[src/rtl/pcs_8b10b_pkg.sv]
// Shared 8b/10b code tables and helpers. Sub-block codes are stored in transmission
// order (a/f in the MSB) in their RD- form, with a mask marking which ones invert at RD+.
package pcs_8b10b_pkg;

  localparam logic [9:0] K28_5_RDN = 10'h17C;
  localparam logic [9:0] K28_5_RDP = 10'h283;
  localparam logic       RD_NEG    = 1'b0;
  localparam logic       RD_POS    = 1'b1;

  localparam int NUM_LEGAL_K = 12;
  localparam logic [7:0] LEGAL_K [NUM_LEGAL_K] = '{
    8'h1C, 8'h3C, 8'h5C, 8'h7C, 8'h9C, 8'hBC, 8'hDC, 8'hFC,
    8'hF7, 8'hFB, 8'hFD, 8'hFE
  };

  // 5b/6b, abcdei with 'a' in bit 5, RD- column.
  localparam logic [5:0] CODE_6B [32] = '{
    6'b100111, 6'b011101, 6'b101101, 6'b110001, 6'b110101, 6'b101001, 6'b011001, 6'b111000,
    6'b111001, 6'b100101, 6'b010101, 6'b110100, 6'b001101, 6'b101100, 6'b011100, 6'b010111,
    6'b011011, 6'b100011, 6'b010011, 6'b110010, 6'b001011, 6'b101010, 6'b011010, 6'b111010,
    6'b110011, 6'b100110, 6'b010110, 6'b110110, 6'b001110, 6'b101110, 6'b011110, 6'b101011
  };
  // Unbalanced codes plus D.7 (111000/000111) invert when entering at RD+.
  localparam logic [31:0] FLIP_6B     = 32'hE981_8197;
  localparam logic [5:0]  CODE_6B_K28 = 6'b001111;

  // 3b/4b, fghj with 'f' in bit 3, RD- column.
  localparam logic [3:0] CODE_4B_D [8] = '{
    4'b1011, 4'b1001, 4'b0101, 4'b1100, 4'b1101, 4'b1010, 4'b0110, 4'b1110
  };
  localparam logic [7:0] FLIP_4B_D = 8'h99;
  // Control 4b codes all invert with RD, including the otherwise-balanced ones.
  localparam logic [3:0] CODE_4B_K [8] = '{
    4'b1011, 4'b0110, 4'b1010, 4'b1100, 4'b1101, 4'b0101, 4'b1001, 4'b0111
  };
  localparam logic [3:0] CODE_4B_A7 = 4'b0111;

  typedef struct packed {
    logic [9:0] symbol;
    logic       rd;
    logic       k_illegal;
  } enc_result_t;

  function automatic logic is_legal_k(input logic [7:0] code);
    logic hit;
    hit = 1'b0;
    for (int i = 0; i < NUM_LEGAL_K; i++) begin
      if (code == LEGAL_K[i]) hit = 1'b1;
    end
    return hit;
  endfunction

endpackage

[src/rtl/pcs_tx_encoder_8b10b_if.sv]
// MAC-side byte bus in, PMA-side symbol bus out of the 8b/10b TX encoder.
interface pcs_tx_encoder_8b10b_if #(
  parameter int DATA_WIDTH   = 8,
  parameter int SYMBOL_WIDTH = 10
);
  logic [DATA_WIDTH-1:0]   Data_in;
  logic                    TxDataK;
  logic                    MAC_Data_En;
  logic [SYMBOL_WIDTH-1:0] Data_out;
  logic                    Data_out_En;
  logic                    RD_out;
  logic                    K_Err;

  modport master (
    output Data_in, TxDataK, MAC_Data_En,
    input  Data_out, Data_out_En, RD_out, K_Err
  );

  modport slave (
    input  Data_in, TxDataK, MAC_Data_En,
    output Data_out, Data_out_En, RD_out, K_Err
  );
endinterface

[src/rtl/enc_8b10b_comb.sv]
// Purely combinational 8b/10b encode of one byte at a given entering running disparity.
// Output symbol is packed {j,h,g,f,i,e,d,c,b,a} so bit 0 is serialized first.
module enc_8b10b_comb
  import pcs_8b10b_pkg::*;
(
  input  logic [7:0]  data_in,
  input  logic        k_in,
  input  logic        rd_in,
  output enc_result_t result
);

  logic [4:0] x;
  logic [2:0] y;
  logic       k_bad;
  logic       is_k28;
  logic [5:0] six_neg;
  logic       flip6;
  logic [5:0] six_abcdei;
  logic       rd_mid;
  logic       use_a7;
  logic [3:0] four_neg;
  logic       flip4;
  logic [3:0] four_fghj;
  logic       rd_end;
  logic [5:0] six_out;
  logic [3:0] four_out;

  assign x = data_in[4:0];
  assign y = data_in[7:5];

  always_comb begin
    k_bad      = k_in && !is_legal_k(data_in);
    is_k28     = k_in && (x == 5'd28);
    six_neg    = is_k28 ? CODE_6B_K28 : CODE_6B[x];
    flip6      = is_k28 || FLIP_6B[x];
    six_abcdei = (rd_in && flip6) ? ~six_neg : six_neg;

    if ($countones(six_abcdei) > 3)      rd_mid = RD_POS;
    else if ($countones(six_abcdei) < 3) rd_mid = RD_NEG;
    else                                 rd_mid = rd_in;

    // A7 avoids a run of five across the 6b/4b boundary for these x values.
    use_a7 = (y == 3'd7) &&
             (k_in ||
              ((rd_mid == RD_NEG) && (x == 5'd17 || x == 5'd18 || x == 5'd20)) ||
              ((rd_mid == RD_POS) && (x == 5'd11 || x == 5'd13 || x == 5'd14)));

    four_neg  = use_a7 ? CODE_4B_A7 : (k_in ? CODE_4B_K[y] : CODE_4B_D[y]);
    flip4     = use_a7 || k_in || FLIP_4B_D[y];
    four_fghj = (rd_mid && flip4) ? ~four_neg : four_neg;

    if ($countones(four_fghj) > 2)      rd_end = RD_POS;
    else if ($countones(four_fghj) < 2) rd_end = RD_NEG;
    else                                rd_end = rd_mid;
  end

  // Tables hold transmission order MSB-first; the output wants 'a' in bit 0.
  for (genvar gi = 0; gi < 6; gi++) begin : g_rev6
    assign six_out[gi] = six_abcdei[5-gi];
  end
  for (genvar gi = 0; gi < 4; gi++) begin : g_rev4
    assign four_out[gi] = four_fghj[3-gi];
  end

  always_comb begin
    result.k_illegal = k_bad;
    if (k_bad) begin
      // Substitute K28.5; its symbol is unbalanced so RD always flips.
      result.symbol = (rd_in == RD_POS) ? K28_5_RDP : K28_5_RDN;
      result.rd     = ~rd_in;
    end else begin
      result.symbol = {four_out, six_out};
      result.rd     = rd_end;
    end
  end

endmodule

[src/rtl/pcs_tx_encoder_8b10b.sv]
// TX PCS 8b/10b encoder: qualifies MAC bytes, encodes them and registers the symbol
// and running disparity toward PMA_TX with one cycle of latency.
module pcs_tx_encoder_8b10b
  import pcs_8b10b_pkg::*;
#(
  parameter int   DATA_WIDTH   = 8,
  parameter int   SYMBOL_WIDTH = 10,
  parameter logic RD_INIT      = RD_NEG
) (
  input  logic                 Bit_Rate_Clk_10,
  input  logic                 Rst_n,
  pcs_tx_encoder_8b10b_if.slave bus
);

  logic [DATA_WIDTH-1:0]   byte_in;
  enc_result_t             enc;
  logic [SYMBOL_WIDTH-1:0] data_out_reg;
  logic                    data_out_en_reg;
  logic                    rd_reg;
  logic                    k_err_reg;

  assign byte_in = bus.Data_in;

  enc_8b10b_comb u_enc (
    .data_in (byte_in),
    .k_in    (bus.TxDataK),
    .rd_in   (rd_reg),
    .result  (enc)
  );

  // Idle cycles keep the last symbol and RD; only the strobes drop.
  always_ff @(posedge Bit_Rate_Clk_10) begin
    if (!Rst_n) begin
      data_out_reg    <= '0;
      data_out_en_reg <= 1'b0;
      rd_reg          <= RD_INIT;
      k_err_reg       <= 1'b0;
    end else if (bus.MAC_Data_En) begin
      data_out_reg    <= enc.symbol;
      data_out_en_reg <= 1'b1;
      rd_reg          <= enc.rd;
      k_err_reg       <= enc.k_illegal;
    end else begin
      data_out_en_reg <= 1'b0;
      k_err_reg       <= 1'b0;
    end
  end

  assign bus.Data_out    = data_out_reg;
  assign bus.Data_out_En = data_out_en_reg;
  assign bus.RD_out      = rd_reg;
  assign bus.K_Err       = k_err_reg;

endmodule
[src/flat_wrapper.sv]
// flat-port wrapper written by rule: the top's interface ports become plain ports
module pcs_tx_encoder_8b10b_flat import pcs_8b10b_pkg::*;
#(
  parameter int   DATA_WIDTH   = 8,
  parameter int   SYMBOL_WIDTH = 10,
  parameter logic RD_INIT      = RD_NEG
)
  (Bit_Rate_Clk_10, Rst_n, bus_Data_in, bus_TxDataK, bus_MAC_Data_En, bus_Data_out, bus_Data_out_En, bus_RD_out, bus_K_Err);
  pcs_tx_encoder_8b10b_if #(.DATA_WIDTH(DATA_WIDTH), .SYMBOL_WIDTH(SYMBOL_WIDTH)) bus_i ();
  input  logic Bit_Rate_Clk_10;
  input  logic Rst_n;
  input wire logic [$bits(bus_i.Data_in)-1:0] bus_Data_in;
  input wire logic [$bits(bus_i.TxDataK)-1:0] bus_TxDataK;
  input wire logic [$bits(bus_i.MAC_Data_En)-1:0] bus_MAC_Data_En;
  output wire logic [$bits(bus_i.Data_out)-1:0] bus_Data_out;
  output wire logic [$bits(bus_i.Data_out_En)-1:0] bus_Data_out_En;
  output wire logic [$bits(bus_i.RD_out)-1:0] bus_RD_out;
  output wire logic [$bits(bus_i.K_Err)-1:0] bus_K_Err;
  assign bus_i.Data_in = bus_Data_in;
  assign bus_i.TxDataK = bus_TxDataK;
  assign bus_i.MAC_Data_En = bus_MAC_Data_En;
  assign bus_Data_out = bus_i.Data_out;
  assign bus_Data_out_En = bus_i.Data_out_En;
  assign bus_RD_out = bus_i.RD_out;
  assign bus_K_Err = bus_i.K_Err;
  pcs_tx_encoder_8b10b #(.DATA_WIDTH(DATA_WIDTH), .SYMBOL_WIDTH(SYMBOL_WIDTH), .RD_INIT(RD_INIT)) u_core (.Bit_Rate_Clk_10(Bit_Rate_Clk_10), .Rst_n(Rst_n), .bus(bus_i));
endmodule
[config.mk]
export PLATFORM = sky130hd
export DESIGN_NAME = pcs_tx_encoder_8b10b_flat
export DESIGN_NICKNAME = d
export VERILOG_FILES = /design/src/rtl/pcs_8b10b_pkg.sv /design/src/rtl/pcs_tx_encoder_8b10b_if.sv /design/src/rtl/enc_8b10b_comb.sv /design/src/rtl/pcs_tx_encoder_8b10b.sv /design/src/flat_wrapper.sv
export SDC_FILE = /design/constraint.sdc
export NUM_CORES = 1
export LEC_CHECK = 0
export BUFFER_PORTS_ARGS = -buffer_cell sky130_fd_sc_hd__buf_2
export CORE_AREA = 2 2 63 65
export DETAILED_ROUTE_END_ITERATION = 10
export DIE_AREA = 0 0 65 67
export GPL_TIMING_DRIVEN = 0
export PLACE_DENSITY = 0.64
export SLEW_MARGIN = 20
export SYNTH_ARGS = -nofsm -noshare
export SYNTH_HDL_FRONTEND = slang
export SYNTH_SLANG_ARGS = --single-unit
[constraint.sdc]
create_clock -name Bit_Rate_Clk_10 -period 13.4 [get_ports Bit_Rate_Clk_10]
set_input_delay 2.01 -clock Bit_Rate_Clk_10 [delete_from_list [all_inputs] [get_ports Bit_Rate_Clk_10]]
set_output_delay 2.01 -clock Bit_Rate_Clk_10 [all_outputs]
set_load 0.05 [all_outputs]
After elaboration in Yosys (flattened, before gate mapping) --
Memories as Yosys holds them, arrays and structs flattened. Index checks and enable logic that the tools add are counted.
Storage, ports and cells: output and inout bits 13, bits in writable memories 0, memories 5, register bits after elaboration 13, memory bits (read-only) 296, bits in latches 0
Operators by class: add/sub/neg operators 8, shift-type cells 0, multiply operators 0, divide/modulo/power cells 0, bitwise operators 6, $lt $le $gt $ge 8, multiplexer cells 32, reduce and logical (&&, ||, !) cells 18, equality and inequality tests 20
Memory list:
- (no name shown) | words 32, bits a word 6, rd ports 1, clocked after Yosys merged registers in 0, write ports 0, RTL line enc_8b10b_comb.sv:34 | six_neg = is_k28 ? CODE_6B_K28 : CODE_6B[x];
- (no name shown) | words 8, bits a word 4, rd ports 1, clocked after Yosys merged registers in 0, write ports 0, RTL line enc_8b10b_comb.sv:48 | four_neg = use_a7 ? CODE_4B_A7 : (k_in ? CODE_4B_K[y] : CODE_4B_D[y]);
- (no name shown) | words 8, bits a word 4, rd ports 1, clocked after Yosys merged registers in 0, write ports 0, RTL line enc_8b10b_comb.sv:48
- (no name shown) | words 32, bits a word 1, rd ports 1, clocked after Yosys merged registers in 0, write ports 0, RTL line enc_8b10b_comb.sv:35 | flip6 = is_k28 || FLIP_6B[x];
- (no name shown) | words 8, bits a word 1, rd ports 1, clocked after Yosys merged registers in 0, write ports 0, RTL line enc_8b10b_comb.sv:49 | flip4 = use_a7 || k_in || FLIP_4B_D[y];
Operators with widths (number):
- 8-bit == test (second input constant) | 8
- 32-bit by 3-bit greater-than comparator with 1-bit output (second input constant) | 2
- 4-bit two-way mux | 7
- 6-bit two-way mux | 4
- 5-bit == test (second input constant) | 4
- 1-bit two-way mux | 19
- 8-bit by 7-bit == test with 1-bit output (second input constant) | 2
- 5-bit by 4-bit == test with 1-bit output (second input constant) | 3
- 11-bit two-way mux | 1
- 1-bit by 1-bit adder with 2-bit output | 5
- 10-bit two-way mux | 1
- 1-bit logical OR | 9
- 8-bit by 5-bit == test with 1-bit output (second input constant) | 1
- 8-bit by 6-bit == test with 1-bit output (second input constant) | 1
- 1-bit logical AND | 7
- 2-bit by 2-bit adder with 3-bit output | 2
- 6-bit greater-or-equal comparator (second input constant) | 1
- 5-bit by 6-bit < comparator with 1-bit output (second input constant) | 1
- 5-bit NOT with 6-bit output | 1
- 6-bit NOT | 1
- 3-bit by 2-bit adder with 4-bit output | 1
- 4-bit greater-or-equal comparator (second input constant) | 1
- 3-bit by 4-bit < comparator with 1-bit output (second input constant) | 1
- 4-bit by 2-bit < comparator with 1-bit output (second input constant) | 1
- 7 further kinds | 8

Depth between registers and ports, before layout --
depth in word-level cells 28, gate-level depth with buffers 26, gate-level depth less buffers 25

Hierarchy --
Synthesis repeated with hierarchy kept, for this count alone.
Second synthesis, totals: cells, all modules 229, area, all modules 1973.1 µm²
By module, submodules not included:
- enc_8b10b_comb | cells an instance 189, area each 1483.9 µm², times used 1
- pcs_tx_encoder_8b10b | cells an instance 40, area each 489.2 µm², times used 1

Least setup slack after synthesis --
OpenSTA, ideal clock, no wires.
kind input to register, start point input port bus_Data_in[0], end point register u_core.rd_reg (netlist: u_core.bus.RD_out), stages 25, arrival 7.506 ns, slack 5.820 ns, data required time 13.326 ns, library setup time 0.074 ns, cell sequence inv_1 -> ha_1 -> mux2_1 -> mux4_2 -> nor2_1 -> xor2_1 -> fa_1 -> fa_1 -> inv_1 -> ha_1 -> inv_1 -> fa_1 -> nand3b_1 -> and2_4 -> buf_6 -> and4_4 -> o31a_1 -> o32ai_2 -> fa_1 -> inv_1 -> ha_1 -> ha_1 -> nor2_1 -> a311o_1 -> a31oi_1
On the way: cells in the longest elaborated chain, start to end 28, elaborated cells between the ends (all ways) 78, those cells by class 8 x add/sub; 4 x order compare; 19 x eq/ne; 24 x mux; 4 x bitwise; 17 x reduce/logical; 2 x memory
Ends and longest elaborated chain:
- start: declaration | RTL line flat_wrapper.sv:12 | input wire logic [$bits(bus_i.Data_in)-1:0] bus_Data_in;
- branches (longest 27 deep; another with 32-bit by 3-bit greater-than comparator with 1-bit output)
- 11-bit two-way mux * | RTL line enc_8b10b_comb.sv:67 | if (k_bad) begin
- end signal: assignment | RTL line pcs_tx_encoder_8b10b.sv:41 | rd_reg <= enc.rd;
- end: declaration | RTL line pcs_tx_encoder_8b10b.sv:19 | logic rd_reg;
Mark *: on every way between the ends. The select of a mux whose other input is x is not followed. A chain may end at the register's enable or synchronous reset.

Worst setup path in the final report --
Same ends and word-level chain as after synthesis.

==> out/metrics.cfg <==
[setup_path]
reg2reg_depth=22
critPathArrivalTime_ns=8.10
cp_slowest_cell=fa_1
r2r-start=u_core.bus.RD_out
worstSetupStartpointType=input port
cp-end-kind=flop
r2r_slack_ns=7.82
required_ns=13.57
r2r-end=u_core.bus.RD_out
critPathLaunch=bus_Data_in[0]
slowest_delay_ns=0.49
critPathMaxFanout=9
worstSetupPathType=input port to flop

[worst_hold_path]
min_from=u_core.bus.Data_out[0]
hp-class=flop to flop
holdPathStages=2
whs_endpoint=u_core.bus.Data_out[0]

[sta]
finClkSkew_ns=0.001494
whs_ns=0.4590
finalHoldViolCount=0
setup_tns_ns=0
min_period_ns=7.934
final.setup.worst_slack_ns=5.466
achievable-frequency_ghz=0.1260
slew_headroom=0.6216
rsz0062_at_grt=false
finalCritPeriodShare=0.5921
setup_viol=0
report.final.slew_viol_count=0
worstMarginPinSlew_ns=0.5605

[cts]
cts_sinks=13
post_cts_buffers=0
cts_buffer_depth=2
clkTransAtPathRegs_ns=0.05
cts_tree=yes
post_cts_resize_count=0
htree_levels=1
clk_latency_ns=0.24
cts_made_buffers=3
cts-root-buf=clkbuf_8
postCtsHoldBufs=0

[power]
p_int_mw=0.1462
combPwrFrac=0.694
power.density_nw_per_um2=152.5
seqPwrFrac=0.181
p_clk_frac=0.126
power_mw=0.2719
peakVddDrop_uv=49.39
p_leak_nw=0.7792
power_switching_share=0.4624
p_sw_mw=0.1257

[yosys]
synth_area_leaders=dfxtp_1 16%, ha_1 14%, nand2_1 5.5%
synthesis.nets=234
synth_largest_type_area_fraction=0.1649
synthCells=200
synthArstFlopShare=0
netlist_area_um2=1578
ys_ff_latch=13
yosys_warnings=0
synth_cell_types=51
syn_avg_cell_area_um2=7.889
ys.flop_type=dfxtp_1
seq_area_frac_synth=0.1649
yosys.area.top_type=dfxtp_1
synth_edf_count=0

[global_routing]
grt_pass1_wl_mm=5.934
gr-usage-all-layers=0.1722
first_global_vias=1320
grt_max_degree=11
grt_overflow=0
antenna_found_initial=0

[die]
rows=22
io_pins=25
core_area_um2=3606
die_w_um=65
dieHeight_um=67
die-area_um2=4355
start_util=0.4375

[routing]
viasPerCell=5.338
wire_per_inst_um=12.39
drtPass1Iterations=4
dr_total_vias=1452
post-route-drc-count=0
wl_mm=3.371
ant_nets=0
drt_iter0_markers=85

[outcome]
status=complete, no violations

[final_layout]
drive_gt1_frac=0.1652
instances_no_fill=272
multi_input_area_um2=1200
nets=259
syn2layout_area_growth_pct=13.01
final_cell_mix=23 x buf_2, 23 x nand2_1, 18 x ha_1
design_area_um2=1783
utilization=0.4944
ff_latch_area_um2=260.3
antenna_cells=0
fillers=362

[placed_design]
dp_cells=268
post_dp_cell_area_um2=1738
dp_hpwl_mm=2.765
gp_congestion=0.8477
post-place-ws_ns=5.191
portBuffers=20

[run]
maxCapViolCount=0

state kept, by name, indices dropped and copies added, names as in the netlist:
signal,flops
u_core.bus.Data_out_En,1
u_core.bus.RD_out,1
u_core.bus.K_Err,1
u_core.bus.Data_out,10
how the worst max path moves through the flow:
stage                             end  depth (start not counted)
CTS                 u_core.bus.RD_out                         26
finish              u_core.bus.RD_out                         26
global route        u_core.bus.RD_out                         26
floorplan           u_core.bus.RD_out                         25
global placement    u_core.bus.RD_out                         26
detailed placement  u_core.bus.RD_out                         26
metal layers:
layer	vias up	global-route usage	part of all wire
met5	-	0	0
met4	0	0.07181	0.016
met3	5	0.01014	0.041
met2	39	0.2809	0.44
met1	644	0.2354	0.51
li1	764	-	-
layout make-up:
type                       instances  share of cell area
buffer                            13             0.03439
clock buffer                       4             0.02526
timing repair buffer              20             0.05614
tap                               48             0.03368
multi-input combinational        159              0.6730
inverter                          15             0.03158
sequential                        13              0.1460
worst max-delay path: cells and delay by family:
family	cells	cell delay, ns
buf+inv	6	0.54
compound gates	4	1.15
xor+xnor	1	0.27
fa+ha+maj	8	2.55
simple gates	5	0.75
mux	2	0.81
kinds of logic (layout without fill, tap and decap cells):
family          count (synthesis)  in the layout  synth area share
compound gates                 64             64            0.2903
xor+xnor                        7              7           0.03886
fa+ha+maj                      22             22            0.1935
buf+inv                        28             52           0.07454
flops                          13             13            0.1649
mux                             7              7           0.05472
simple gates                   59             59            0.1832
Yosys cell counts (all sizes together), types with 5 or more instances:
library cell,number
dfxtp,13
nor2,13
nand2,23
inv,15
xnor2,5
clkbuf,7
o211ai,11
o21ai,10
ha,18
and2,5
a21oi,16
a211oi,8
buf,6
power groups by stage:
stage	registers, mW	clock network, mW	logic, mW
floorplan	0.0718	0	0.132
CTS	0.0492	0.0354	0.192
detailed placement	0.0500	0	0.191
finish	0.0492	0.0342	0.189
global placement	0.0498	0	0.187
global route	0.0501	0.0370	0.218
Note: power is estimated with default switching activity, not from simulation.
